### src/rtl/calc.sv
// 16-bit accumulator calculator: buttons pick an ALU operation, btnc applies
// acc <= acc OP sw on each rising edge, and the accumulator drives the LEDs.

package calc_pkg;

  localparam int unsigned DATA_W = 16;

  typedef enum logic [3:0] {
    ALU_SRL  = 4'b0000,
    ALU_SLL  = 4'b0001,
    ALU_ADD  = 4'b0100,
    ALU_SUB  = 4'b0101,
    ALU_MULT = 4'b0110,
    ALU_NOR  = 4'b1010,
    ALU_NAND = 4'b1011,
    ALU_XOR  = 4'b1100
  } alu_op_e;

endpackage : calc_pkg

// Purely combinational 16-bit ALU; results are taken modulo 2^16.
module calc_alu
  import calc_pkg::*;
(
  input  logic [DATA_W-1:0] a,
  input  logic [DATA_W-1:0] b,
  input  alu_op_e           op,
  output logic [DATA_W-1:0] y
);

  logic [4:0] shamt;

  assign shamt = b[4:0];

  // NOTE: every output of an always_comb gets a default on entry so that no
  // path through the case leaves it unassigned and infers a latch.
  always_comb begin
    y = '0;
    unique case (op)
      // Amounts of 16..31 shift every bit out, so the result is zero.
      ALU_SRL:  y = shamt[4] ? '0 : (a >> shamt[3:0]);
      ALU_SLL:  y = shamt[4] ? '0 : (a << shamt[3:0]);
      ALU_ADD:  y = a + b;
      ALU_SUB:  y = a - b;
      ALU_MULT: y = a * b;
      ALU_NOR:  y = ~(a | b);
      ALU_NAND: y = ~(a & b);
      ALU_XOR:  y = a ^ b;
      default:  y = '0;
    endcase
  end

endmodule : calc_alu

module calc
  import calc_pkg::*;
(
  input  logic              clk,
  input  logic              btnac,
  input  logic              btnc,
  input  logic              btnl,
  input  logic              btnr,
  input  logic              btnd,
  input  logic [DATA_W-1:0] sw,
  output logic [DATA_W-1:0] led
);

  alu_op_e           alu_op;
  logic [DATA_W-1:0] alu_y;
  logic [DATA_W-1:0] acc_d;
  // Initial value gives the zero power-up state on FPGA targets before any reset.
  logic [DATA_W-1:0] acc_q = '0;

  always_comb begin
    alu_op = ALU_SRL;
    unique case ({btnl, btnr, btnd})
      3'b000: alu_op = ALU_SRL;
      3'b001: alu_op = ALU_SLL;
      3'b010: alu_op = ALU_ADD;
      3'b011: alu_op = ALU_SUB;
      3'b100: alu_op = ALU_MULT;
      3'b101: alu_op = ALU_NOR;
      3'b110: alu_op = ALU_NAND;
      3'b111: alu_op = ALU_XOR;
      default: alu_op = ALU_SRL;
    endcase
  end

  calc_alu u_alu (
    .a  (acc_q),
    .b  (sw),
    .op (alu_op),
    .y  (alu_y)
  );

  // Clear wins over execute; btnc is a plain level enable, one update per edge.
  always_comb begin
    acc_d = acc_q;
    if (btnac) begin
      acc_d = '0;
    end else if (btnc) begin
      acc_d = alu_y;
    end
  end

  // NOTE: state registers use non-blocking assignment so every flop samples
  // values from before the edge, independent of statement order.
  always_ff @(posedge clk) begin
    acc_q <= acc_d;
  end

  assign led = acc_q;

endmodule : calc

### config.mk
export PLATFORM = sky130hd
export DESIGN_NAME = calc
export DESIGN_NICKNAME = d
export VERILOG_FILES = /design/src/rtl/calc.sv
export SDC_FILE = /design/constraint.sdc
export NUM_CORES = 1
export LEC_CHECK = 0
export BUFFER_PORTS_ARGS = -buffer_cell sky130_fd_sc_hd__buf_2
export CAP_MARGIN = 20
export CORE_ASPECT_RATIO = 1.5
export CORE_MARGIN = 4
export CORE_UTILIZATION = 40
export CTS_CLUSTER_SIZE = 20
export DETAILED_ROUTE_END_ITERATION = 6
export GPL_TIMING_DRIVEN = 1
export HOLD_SLACK_MARGIN = 0.15
export PLACE_DENSITY = 0.62
export SYNTH_ARGS = -nofsm -noshare
export SYNTH_HDL_FRONTEND = slang
export SYNTH_HIERARCHICAL = 1
export SYNTH_SLANG_ARGS = --single-unit
### constraint.sdc
create_clock -name clk -period 21.7 [get_ports clk]
set_clock_uncertainty 0.2 [all_clocks]
set_input_delay 4.34 -clock clk [delete_from_list [all_inputs] [get_ports clk]]
set_output_delay 4.34 -clock clk [all_outputs]
set_load 0.02 [all_outputs]
==> flow_summary_export.csv, run 1 <==
group,metric,value,unit
cts,hold_buffers,0,
cts,clk_pin_slew,0.06,ns
die,die_w,121,µm
finish,seqCellArea,320,µm²
cts,clockBufferDepth,2,
grt,grt_use_met3,2.81,%
finish,drive_gt1_share,7.95,%
power,vdd_drop_max,34.6,µV
finish,mostFrequentLayoutCell,"nor2_1",
yosys,synth_warnings,6,
cts,cts_setup_buffers,0,
timing,slew_viol_final,0,
worst_setup_path,critical_path_class,"in2reg",
cts,clock_sinks,16,
finish,num_antenna_cells,0,
finish,multi_input_area,6540,µm²
timing,setup_viol,0,
grt,gr-total-overflow,0,
die,ios,38,
cts,post_cts_resized,0,
finish,syn_to_final_growth,5.78,%
timing,fin_crit_sh,48.4,%
die,die_y,178,µm
yosys,syn_area_per_cell,7.66,µm²
worst_setup_path,r2r_cells,20,
die,die-area,21500,µm²
cts,cts_buffers,3,
die,start_util,41.1,%
grt,met2_usage,44.1,%
die,core-area,18700,µm²
cts,h-tree-depth,1,
route,drt_iter0_drc,646,
grt,antenna_found_initial,0,
timing,hold_violations,0,
grt,grt_pass1_wl,41200,µm
yosys,synth_area_leaders,"fa_1 21%, ha_1 16%, nor2_1 7.2%",
status,outcome,"finished clean",
finish,largest_reg_flops,16,
hold_path,min_path_type,"reg2reg",
worst_setup_path,crit_path_start_kind,"input port",
placement,portBuffers,37,
cts,cts_tree,"yes",
timing,finalSetupTns,0,ns
timing,post-route-min-period,10.50,ns
grt,grt_max_degree,55,
timing,relSlewSlack,38.1,%
yosys,yosysUniqueCellTypes,70,
worst_setup_path,worstPathRequired,21.64,ns
timing,fin_hold_ws,0.510,ns
finish,final_nets,1212,
yosys,synth-seq-area-share,4.17,%
die,rows,61,
timing,max_freq,95.2,MHz
route,wl,26800,µm
finish,layout_common_cells,"148 x nor2_1, 145 x inv_1, 101 x ha_1",
yosys,synth_edf_count,0,
worst_setup_path,end_kind,"flop",
route,drcViolationCount,0,
worst_setup_path,worst-path-max-fanout,54,
yosys,yosysTopAreaCell,"fa_1",
grt,grt_pass1_vias,7391,
grt,grtUsageTotal,25.0,%
yosys,synth_cells,1003,
yosys,netlist_area,7690,µm²
grt,use_met1,29.9,%
grt,top_usage_layer,"met2",
placement,post-dp-hpwl,20800,µm
worst_setup_path,worst_ep_arrival_time,10.44,ns
power,p_per_area,40.9,nW/µm²
power,p_leak,3.85,nW
finish,nFillCells,1972,
yosys,ys.flop_type,"dfxtp_1",
cts,insertion_delay,0.26,ns
route,viasPerCell,5.90,
yosys,async_reset_ff_share,0,%
route,firstDrtPassIters,6,
hold_path,holdPathStages,2,
route,drtAntennaViolNets,0,
timing,grt_setup_unrepaired,"no",
job,max-cap-violations,0,
route,num_vias,7420,
yosys,synth_seq_cells,16,
route,detail_route.wl_per_cell,21.3,µm
cts,cts-root-buf,"clkbuf_16",
placement,place.gp.congestion,1.02,
yosys,synth_top_cell_area_share,21.1,%
timing,tightest_slew,0.928,ns
yosys,synth_nets,1207,
-- stage by stage --
| step | instance area, µm² | worst slack [ns] | power [mW] | cells | utilization, % |
|---|---|---|---|---|---|
| floorplan | 7690 | 11.37 | 0.220 | 1003 | - |
| global route | 8130 | 10.94 | 0.363 | 1258 | 43.5 |
| CTS | 8130 | 11.23 | 0.331 | 1258 | 43.5 |
| global placement | 8060 | 11.05 | 0.287 | 1255 | 43.1 |
| detailed placement | 8060 | 10.97 | 0.290 | 1255 | 43.1 |
| finish | 8130 | 11.20 | 0.333 | 1258 | 43.5 |
-- worst max-delay path: stages --
cell       delay (ns)
buf_2            0.10
buf_4            0.29
inv_1            0.76
nor2_1           0.16
fa_1             0.53
inv_1            0.05
fa_1             0.44
fa_1             0.44
fa_1             0.48
inv_1            0.05
fa_1             0.53
inv_1            0.05
fa_1             0.47
inv_1            0.05
ha_1             0.35
and3_1           0.18
a211oi_1         0.40
a2111oi_0        0.21
a211oi_2         0.23
o21ai_1          0.08
mux2i_1          0.15
nor2_1           0.05
-- where the power goes --
| group | leakage, nW | internal, mW | switching, mW | total (mW) |
|---|---|---|---|---|
| combinational | 3.68 | 0.0976 | 0.153 | 0.251 |
| clock | 0.0370 | 0.0245 | 0.0164 | 0.0409 |
| sequential | 0.130 | 0.0320 | 0.00928 | 0.0413 |
| total | 3.85 | 0.154 | 0.179 | 0.333 |
-- cell type report --
type,count,share of cell area [%]
Multi-Input combinational cell,780,80.4
Inverter,154,7.11
Sequential cell,16,3.94
Tap cell,252,3.88
Timing Repair Buffer,53,3.76
Clock buffer,3,0.923
-- worst paths after layout --
| kind | endpoint | slack [ns] | from |
|---|---|---|---|
| max reg2reg | led[14] | 15.02 | led[5] |
| min | led[15] | 0.51 | led[15] |
| min reg2reg | led[15] | 0.51 | led[15] |
| max | led[14] | 11.20 | sw[2] |
-- Yosys cell counts, types with 13 or more instances --
cell,count
nor2_1,148
inv_1,145
ha_1,101
nand2_1,100
fa_1,81
xnor2_1,46
a21oi_1,35
o21ai_0,28
a211oi_1,27
clkbuf_1,26
mux2i_1,26
nor3_1,17
dfxtp_1,16
buf_2,14
xor2_1,13
-- routing by layer --
layer | part of all wire (%) | vias up
li1 | - | 3353
met1 | 38 | 3593
met2 | 49 | 384
met3 | 6.7 | 90
met4 | 6.1 | 0
met5 | 0 | -
-- kinds of logic after synthesis --
group / share of synthesized area [%]
buffers and inverters: 10.9
xor gates and xnor gates: 7.02
adders and majority gates: 37.5
and+or+nand+nor: 18.3
AOI/OAI and AO/OA: 15.9
muxes: 6.22
DFF: 4.17
No activity file was read; power rests on OpenSTA's default activity.
==> run 2, diff against run 1 <==
==> constraint.sdc (replaced) <==
create_clock -name clk -period 10.45 [get_ports clk]
set_clock_uncertainty 0.2 [all_clocks]
set_input_delay 2.09 -clock clk [delete_from_list [all_inputs] [get_ports clk]]
set_output_delay 2.09 -clock clk [all_outputs]
set_load 0.02 [all_outputs]
==> run 2 against run 1 <==
Final cell count up 0.32%. Count of clock-buffer cells in the layout up 1. Sequential share of layout area about the same. Utilization increased by 0.19 points. Register-to-register slack got worse by 11 ns. Global-route usage is 0.47 points higher. Setup slack lost 8.5 ns. Critical path type unchanged. Critical endpoint unchanged. Largest cell class unchanged. Largest power group unchanged.
==> flow_summary_export.csv, run 2 (synthesis results as in run 1) <==
group,metric,value,unit
worst_setup_path,crit_path_start_kind,"input port",
timing,setup_viol,0,
route,detail_route.wl_per_cell,21.4,µm
die,rows,61,
grt,grt_max_degree,49,
grt,gr-total-overflow,0,
cts,clk_pin_slew,0.06,ns
finish,fin_util,43.7,%
cts,clockBufferDepth,2,
placement,portBuffers,37,
grt,antenna_found_initial,0,
timing,tightest_slew,1.01,ns
finish,finalInstanceArea,8170,µm²
worst_setup_path,end_kind,"flop",
job,max-cap-violations,0,
worst_setup_path,worst-path-max-fanout,47,
route,drcViolationCount,0,
placement,placed_cells,1258,
finish,final_nets,1215,
status,outcome,"finished clean",
cts,insertion_delay,0.26,ns
grt,grtUsageTotal,25.5,%
placement,dpl_cell_area,8080,µm²
finish,largest_reg_flops,16,
power,p_leak,3.87,nW
timing,finalSetupTns,0,ns
die,die-area,21500,µm²
placement,place.gp.congestion,1.04,
power,vdd_drop_max,67.5,µV
cts,clock_sinks,16,
worst_setup_path,worstPathRequired,10.39,ns
timing,slew_viol_final,0,
finish,syn_to_final_growth,6.25,%
timing,fin_hold_ws,0.487,ns
worst_setup_path,rrSetupSlack,3.87,ns
die,start_util,41.1,%
timing,grt_setup_unrepaired,"no",
hold_path,min_path_type,"reg2reg",
cts,h-tree-depth,1,
route,drt_iter0_drc,617,
timing,fin_crit_sh,74.3,%
worst_setup_path,critical_path_class,"in2reg",
die,core-area,18700,µm²
cts,cts-root-buf,"clkbuf_16",
die,ios,38,
finish,nFillCells,1951,
cts,cts_buffers,3,
route,firstDrtPassIters,5,
finish,stdcell_count,1262,
route,drtAntennaViolNets,0,
route,wl,27000,µm
finish,drive_gt1_share,8.32,%
finish,mostFrequentLayoutCell,"nor2_1",
worst_setup_path,worst_ep_arrival_time,7.71,ns
power,totalPowerFinal,0.709,mW
cts,cts_setup_buffers,0,
cts,post_cts_resized,0,
placement,dpl_worst_slack,2.44,ns
route,viasPerCell,5.81,
finish,num_antenna_cells,0,
grt,grt_pass1_wl,42300,µm
die,die_y,178,µm
power,p_per_area,86.8,nW/µm²
grt,grt_pass1_vias,7540,
timing,max_freq,129,MHz
finish,layout_common_cells,"148 x nor2_1, 145 x inv_1, 101 x ha_1",
placement,post-dp-hpwl,21000,µm
timing,post-route-min-period,7.77,ns
timing,relSlewSlack,32.2,%
timing,hold_violations,0,
cts,cts_tree,"yes",
cts,hold_buffers,0,
route,num_vias,7331,
die,die_w,121,µm
timing,timing.final.ws_setup,2.68,ns
-- run 2: cell types whose count changed in the layout (fill, tap and decap cells not counted) --
cell / delta
clkbuf_8: +1
buf_4: +3
-- run 2: path summary, 6_finish.rpt --
kind                               from       to  cells past startpoint
worst min register to register  led[15]  led[15]                      2
worst min-delay path            led[15]  led[15]                      2
worst max-delay path              sw[1]  led[14]                     20
worst max register to register   led[6]  led[14]                     20
-- run 2: worst max-delay path: stages --
cell	delay, ns
buf_2	0.14
buf_4	0.45
nand2_1	0.16
fa_1	0.52
fa_1	0.58
fa_1	0.46
fa_1	0.54
inv_1	0.05
fa_1	0.47
inv_1	0.05
fa_1	0.48
inv_1	0.04
ha_1	0.35
and3_1	0.18
a211oi_1	0.43
a2111oi_0	0.21
a211oi_2	0.23
o21ai_1	0.09
mux2i_1	0.16
nor2_1	0.05
-- run 2: per-layer routing --
| layer | vias up | part of all wire (%) | global-route usage, % |
|---|---|---|---|
| met5 | - | 0 | 0 |
| met4 | 0 | 5.8 | 12.5 |
| met3 | 95 | 6.8 | 3.06 |
| met2 | 367 | 49 | 44.3 |
| met1 | 3514 | 38 | 31.0 |
| li1 | 3355 | - | - |
-- run 2: area by class of cell --
class / count / area [µm²] / share of cell area, %
flip-flops and latches: 16 / 320 / 3.92
well taps: 252 / 315 / 3.86
multi-input cells: 780 / 6540 / 80.0
inverters: 154 / 578 / 7.08
clock buffers: 4 / 88.8 / 1.09
repair buffers: 56 / 328 / 4.01
-- run 2: power breakdown --
group          switching (mW)  internal [mW]
sequential             0.0118         0.0665
combinational           0.332          0.205
clock                  0.0346         0.0586
total                   0.378          0.330
